`src/rtl/riscv_core_pkg.sv`:
```
// Shared RISC-V core constants: datapath width and M-extension divide funct3 encodings.
package riscv_core_pkg;

    localparam int unsigned XLEN = 32;

    localparam logic [2:0] F3_DIV  = 3'b100;
    localparam logic [2:0] F3_DIVU = 3'b101;
    localparam logic [2:0] F3_REM  = 3'b110;
    localparam logic [2:0] F3_REMU = 3'b111;

    // Every divide/remainder funct3 has bit 2 set; MUL-group encodings do not.
    function automatic logic is_div_op(input logic [2:0] op);
        return op[2];
    endfunction

endpackage

```
`src/rtl/div_special_case.sv`:
```
// Combinational detection and result of divide special cases (divide by zero,
// signed overflow MIN_INT / -1) so the controller can answer without the divider.
module div_special_case
    import riscv_core_pkg::*;
#(
    parameter int unsigned DATA_WIDTH = XLEN
) (
    input  logic [2:0]            op_i,
    input  logic [DATA_WIDTH-1:0] a_i,
    input  logic [DATA_WIDTH-1:0] b_i,
    output logic                  special_o,
    output logic [DATA_WIDTH-1:0] result_o
);

    logic [DATA_WIDTH-1:0] min_int;
    logic                  div_zero;
    logic                  overflow;

    always_comb begin
        min_int   = '0;
        min_int[DATA_WIDTH-1] = 1'b1;
        div_zero  = (b_i == '0);
        // op_i[0]==0 selects the signed forms (DIV, REM)
        overflow  = !op_i[0] && (a_i == min_int) && (b_i == '1);
        special_o = is_div_op(op_i) && (div_zero || overflow);
        result_o  = '0;
        if (div_zero) begin
            result_o = op_i[1] ? a_i : '1;
        end else if (overflow) begin
            result_o = op_i[1] ? '0 : min_int;
        end
    end

endmodule

```
`src/rtl/div_issue_ctrl.sv`:
```
// Issue/writeback controller wrapping an iterative divider.
// Optional fast path for divide special cases: define DIV_ISSUE_FASTPATH_EN.
module div_issue_ctrl
    import riscv_core_pkg::*;
#(
    parameter int unsigned DATA_WIDTH = XLEN,
    parameter int unsigned REG_ADDR_W = 5
) (
    input  logic                  clk_i,
    input  logic                  rst_ni,
    input  logic                  req_valid_i,
    output logic                  req_ready_o,
    input  logic [2:0]            req_op_i,
    input  logic [DATA_WIDTH-1:0] req_a_i,
    input  logic [DATA_WIDTH-1:0] req_b_i,
    input  logic [REG_ADDR_W-1:0] req_rd_i,
    input  logic                  flush_i,
    output logic                  div_start_o,
    output logic [2:0]            div_op_o,
    output logic [DATA_WIDTH-1:0] div_a_o,
    output logic [DATA_WIDTH-1:0] div_b_o,
    input  logic [DATA_WIDTH-1:0] div_result_i,
    input  logic                  div_done_i,
    output logic                  rsp_valid_o,
    input  logic                  rsp_ready_i,
    output logic [DATA_WIDTH-1:0] rsp_result_o,
    output logic [REG_ADDR_W-1:0] rsp_rd_o,
    output logic                  busy_o
);

    typedef enum logic [2:0] {
        S_IDLE,
        S_LAUNCH,
        S_WAIT,
        S_RESP,
        S_DRAIN
    } state_e;

    state_e                state_q, state_d;
    logic [2:0]            op_q, op_d;
    logic [DATA_WIDTH-1:0] a_q, a_d;
    logic [DATA_WIDTH-1:0] b_q, b_d;
    logic [REG_ADDR_W-1:0] rd_q, rd_d;
    logic [DATA_WIDTH-1:0] result_q, result_d;

    logic                  fp_special;
    logic [DATA_WIDTH-1:0] fp_result;
    logic                  accept;

`ifdef DIV_ISSUE_FASTPATH_EN
    div_special_case #(
        .DATA_WIDTH(DATA_WIDTH)
    ) u_special (
        .op_i      (req_op_i),
        .a_i       (req_a_i),
        .b_i       (req_b_i),
        .special_o (fp_special),
        .result_o  (fp_result)
    );
`else
    assign fp_special = 1'b0;
    assign fp_result  = '0;
`endif

    always_comb begin
        state_d     = state_q;
        op_d        = op_q;
        a_d         = a_q;
        b_d         = b_q;
        rd_d        = rd_q;
        result_d    = result_q;
        div_start_o = 1'b0;
        req_ready_o = (state_q == S_IDLE) && !flush_i;
        accept      = req_valid_i && req_ready_o;

        unique case (state_q)
            S_IDLE: begin
                if (accept) begin
                    op_d = req_op_i;
                    a_d  = req_a_i;
                    b_d  = req_b_i;
                    rd_d = req_rd_i;
                    if (!is_div_op(req_op_i)) begin
                        result_d = '0;
                        state_d  = S_RESP;
                    end else if (fp_special) begin
                        result_d = fp_result;
                        state_d  = S_RESP;
                    end else begin
                        state_d  = S_LAUNCH;
                    end
                end
            end
            S_LAUNCH: begin
                if (flush_i) begin
                    state_d = S_IDLE;
                end else begin
                    div_start_o = 1'b1;
                    state_d     = S_WAIT;
                end
            end
            S_WAIT: begin
                // A done arriving with the flush is the killed op's own result, so
                // there is nothing left to drain.
                if (flush_i) begin
                    state_d = div_done_i ? S_IDLE : S_DRAIN;
                end else if (div_done_i) begin
                    result_d = div_result_i;
                    state_d  = S_RESP;
                end
            end
            S_RESP: begin
                if (flush_i || rsp_ready_i) begin
                    state_d = S_IDLE;
                end
            end
            S_DRAIN: begin
                if (div_done_i) begin
                    state_d = S_IDLE;
                end
            end
            default: state_d = S_IDLE;
        endcase
    end

    always_ff @(posedge clk_i or negedge rst_ni) begin
        if (!rst_ni) begin
            state_q  <= S_IDLE;
            op_q     <= '0;
            a_q      <= '0;
            b_q      <= '0;
            rd_q     <= '0;
            result_q <= '0;
        end else begin
            state_q  <= state_d;
            op_q     <= op_d;
            a_q      <= a_d;
            b_q      <= b_d;
            rd_q     <= rd_d;
            result_q <= result_d;
        end
    end

    assign div_op_o     = op_q;
    assign div_a_o      = a_q;
    assign div_b_o      = b_q;
    assign rsp_valid_o  = (state_q == S_RESP);
    assign rsp_result_o = result_q;
    assign rsp_rd_o     = rd_q;
    assign busy_o       = (state_q != S_IDLE);

endmodule

```
`config.mk`:
```
export PLATFORM = sky130hd
export DESIGN_NAME = div_issue_ctrl
export DESIGN_NICKNAME = d
export VERILOG_FILES = /design/src/rtl/riscv_core_pkg.sv /design/src/rtl/div_special_case.sv /design/src/rtl/div_issue_ctrl.sv
export SDC_FILE = /design/constraint.sdc
export NUM_CORES = 1
export LEC_CHECK = 0
export ABC_AREA = 1
export ABC_CLOCK_PERIOD_IN_PS = 2700
export CORE_MARGIN = 2
export CORE_UTILIZATION = 30
export CTS_BUF_LIST = sky130_fd_sc_hd__clkbuf_8
export CTS_CLUSTER_DIAMETER = 100
export CTS_CLUSTER_SIZE = 8
export DETAILED_ROUTE_END_ITERATION = 16
export PLACE_DENSITY = 0.59
export SYNTH_ARGS = -nofsm -noshare
export SYNTH_HDL_FRONTEND = slang
export SYNTH_SLANG_ARGS = --single-unit
```
`constraint.sdc`:
```
create_clock -name clk_i -period 2.7 [get_ports clk_i]
set_input_delay 0.405 -clock clk_i [delete_from_list [all_inputs] [get_ports clk_i]]
set_output_delay 0.405 -clock clk_i [all_outputs]
set_load 0.02 [all_outputs]
```
* Word-level counts from Yosys, hierarchy flattened
Cells that the tools add are included.
Cells by class: reduce and logical (&&, ||, !) cells 10, equal/unequal tests 11, mux-type cells 16
Operator list (number):
- 2-to-1 mux 32 bit | 4
- one-hot mux 32 bit (2 select lines) | 1
- 2-to-1 mux 3 bit | 6
- one-hot mux 3 bit (5 select lines) | 1
- inequality test 2 bit, second input constant | 5
- equality test 3 x 2 -> 1 bit, second input constant | 2
- AND reduction 5 bit | 1
- 2-to-1 mux 2 bit | 2
- AND reduction 4 bit | 1
- equality test 3 x 1 -> 1 bit, second input constant | 1
- equality test 3 bit, second input constant | 1
- logical NOT 3 bit | 1
- inequality test 3 bit, second input constant | 1
- nonzero test 3 bit | 1
- logical AND 1 bit | 2
- 2-to-1 mux 1 bit | 2
- inequality test 2 x 1 -> 1 bit, second input constant | 1
- AND reduction 2 bit | 1
- nonzero test 2 bit | 1
- logical NOT 1 bit | 1
- logical OR 1 bit | 1
Storage, ports and cells: output and inout bits 108, register bits after elaboration 107, word-level logic and storage cells 43

* Logic depth before layout (Yosys ltp)
depth in word-level cells 5, gate-level depth with buffers 7

* Worst setup path before layout
OpenSTA, ideal clock, no wires.
path kind flip-flop to output port, from reg state_q[0], to out req_ready_o, data required time 2295 ps, buffers on the path 0, stages on the path, launching flop included 4, setup slack 1203 ps, data arrival time 1092 ps, path through dfrtp_1 nor2_1 nand2_2 nor2_1
Between the ends: longest elaborated chain between the ends 2
Ends and longest elaborated chain:
- from (decl) | line div_issue_ctrl.sv:39 | state_e state_q, state_d;
- from (signal assigned) | line div_issue_ctrl.sv:135 | state_q <= state_d;
- logical NOT 3 bit | line div_issue_ctrl.sv:73 | req_ready_o = (state_q == S_IDLE) && !flush_i;
- logical AND 1 bit | line div_issue_ctrl.sv:73
- to (decl) | line div_issue_ctrl.sv:12 | output logic req_ready_o,
Every way passes these cells.

* Worst setup path after layout
from in flush_i, to out div_start_o
Between the ends: longest elaborated chain between the ends 2
Ends and longest elaborated chain:
- from (decl) | line div_issue_ctrl.sv:17 | input logic flush_i,
- 2-to-1 mux 1 bit | line div_issue_ctrl.sv:95 | if (flush_i) begin
- 2-to-1 mux 1 bit | line div_issue_ctrl.sv:76 | unique case (state_q)
- to (decl) | line div_issue_ctrl.sv:18 | output logic div_start_o,
Every way passes these cells.

==> impl_results.md <==
- Status: finished clean
- Core area: 14420 sq um
- GRT overflow: 0
- Synth top area share: 0.6109
- P_leak: around 3.4 nW
- Overall Global Routing Usage: 0.1555
- # setup viols final: 0
- Max cap viols: 0
- Vias: ~3900
- Non-Filler Instances: roughly 890
- Reg2reg path depth: 6
- Pre-CTS WS: 0.3389 ns
- Critical path class: in2out
- Synth Flop Type: dfrtp_1
- Leading cell types by count after synthesis: nand2_1 (111), dfrtp_1 (107), inv_1 (80)
- Slew @ Worst Pin: roughly 0.6 ns
- Number of DRC markers in iteration 0: 199
- Placed Cells: 868
- Async SR Flop Fraction: 1.000
- Pin count of the biggest net entering global routing: 145
- RD Place Congestion: ~0.84
- HPWL after DPL: 8519 um
- Reg area: between 2000 and 3000 sq um
- WL/cell: 13.49 um
- Starting density of the core: 0.3039
- Clk Latency, worst-skew pair: 0.37 ns
- Most common cell in the netlist: nand2_1
- Pwr dens: 969.7 nW/um^2
- # resized after CTS: 0
- Placed cell areas: approximately 6700 sq um
- Seq cells post-synth: 107
- Reg clk slew, reported paths: ~0.10 ns
- # IOs: 218
- CP Data Required Time: 2.30 ns
- Syn_nets: 598
- Post-synthesis instance total: approximately 490
- IO buf count: 217
- Die ar.: 15590 sq um
- RR Startpoint: state_q[0]$_DFFE_PN0P_
- FILL cells: 1399
- Sink Count: 107
- CP max FO: 6
- Largest cells by area after synthesis: dfrtp_1 (61%), nand2_1 (9.5%), nand3_1 (8.2%), o21ai_0 (8.1%), inv_1 (6.9%)
- Avg Cell Area, Syn: 8.981 sq um
- Total CTS buffers: 9
- Post-DRT Antenna Nets: 0
- Setup ws final: approximately 0.32 ns
- Worst Skew: 0.01265 ns
- Synth cell types: 19
- Worst setup path start: flush_i
- Layout cells sized above 1: 0.03994
- Slew margin rel.: 0.6097
- Max Slew Vio Count: 0
- Drc violations: 0
- HP Class: in2async
- Hold buffer count at cts: 1
- Die X: roughly 120 um
- Antenna diode count: 0
- Seq/Total Area, Yosys: 0.6109
- RSZ-0062 raised after global routing: false
- VDD IR max: 0.0004409 V
- Area growth, synth to finish: 57.27%
- Layout Nets: 806
- Synth warn: 0
- Global-route wire length before repair: roughly 20000 um
- Final Hold Viols: 0
- Flop-to-flop setup slack: 0.99 ns
- Fin Setup TNS: 0 ns
- H-tree levels: 3
- Via/cell ratio: 4.435
- Reg2Reg Capture Point: rsp_result_o[16]$_DFFE_PN0P_
- Drt first pass iters: 4
- Mapped Area: 4383 sq um
- Minimum clock period: approximately 2.4 ns
- Multi-input gate area: ~1300 sq um
- Root Driver: clkbuf_8
- Critical Path End Type: output pin
- Initial antenna violation count: 0
- Total Routed Length: between 10000 and 15000 um
- # Post-CTS Setup Buffers: 0
- Max Fclk: 0.4200 GHz
- Post-synth EDFFs: 0
- Setup crit start kind: input port
- Vias in the first global route: 3927
- Worst EP arrival: 1.98 ns
- Bufs on Longest Clock Path: 2
- FP Rows: 44
- Fin crit share: 0.8818
- CTS tree: built
- Die height: 124.9 um
- Cell taking the most area after synthesis: dfrtp_1
- Design Area, Final: 6893 sq um
[how the worst max path moves through the flow]
stage	end	slack, ns	cells after the start
floorplan	req_ready_o	1.20	3
global placement	div_start_o	0.39	5
detailed placement	div_start_o	0.34	5
CTS	req_ready_o	0.33	4
global route	req_ready_o	0.18	4
finish	div_start_o	0.32	5
[sequential cells by signal, indices dropped and copies added (netlist names)]
signal,cells
div_op_o,3
rsp_rd_o,5
div_b_o,32
state_q,3
div_a_o,32
rsp_result_o,32
[power breakdown]
group | total, W | switching, W | internal (W) | leakage [nW]
Sequential | 0.00255 | 0.000347 | 0.00220 | 1.37
Combinational | 0.00326 | 0.00176 | 0.00150 | 1.93
Clock | 0.000878 | 0.000551 | 0.000327 | 0.0908
[cell families after synthesis]
group                  Yosys count  share of synthesized area
flip-flops                     107                     0.6109
AO/OA/AOI/OAI                   75                    0.08564
AND/OR/NAND/NOR                198                     0.2024
buffers and inverters          108                     0.1011
[per-stage QoR]
step	util	hold slack, ns	power, W
after floorplan	-	0.1094	0.004171
after global placement	0.4659	0.2578	0.005811
after detailed placement	0.4659	0.2618	0.005868
after CTS	0.4779	0.3749	0.006787
after global routing	0.4779	0.3803	0.007161
final	0.4779	0.4001	0.006684
[final cells by class]
type | instances | share of cell area
clock buffer | 9 | 0.01797
inverter | 81 | 0.04411
timing repair buffer | 224 | 0.3264
tap | 184 | 0.03340
sequential | 107 | 0.3885
clock inverter | 7 | 0.005627
multi-input combinational | 273 | 0.1841
[critical path, stage by stage]
cell and delay [ns]:
clkdlybuf4s50_1 0.54, nor2_2 0.25, nand2_1 0.12, inv_1 0.07
clkdlybuf4s50_1 0.60
[per-layer routing]
metal | global-route usage | routed length, um
met5 | 0 | 0
met4 | 0.04902 | 155
met3 | 0.06057 | 1099
met2 | 0.2536 | 5624
met1 | 0.1904 | 5065
[layout by cell type, fill, tap and decap left out, types with 2 or more instances in the layout]
| cell type | instances |
|---|---|
| a21oi_1 | 2 |
| buf_12 | 2 |
| buf_4 | 5 |
| clkbuf_8 | 9 |
| clkdlybuf4s50_1 | 216 |
| clkinvlp_4 | 2 |
| dfrtp_1 | 107 |
| inv_1 | 84 |
| nand2_1 | 111 |
| nand2_2 | 2 |
| nand3_1 | 72 |
| nand4_2 | 2 |
| nor2_1 | 6 |
| o21ai_0 | 71 |
| o21ai_1 | 2 |
Power figures use the tool's default switching activity.
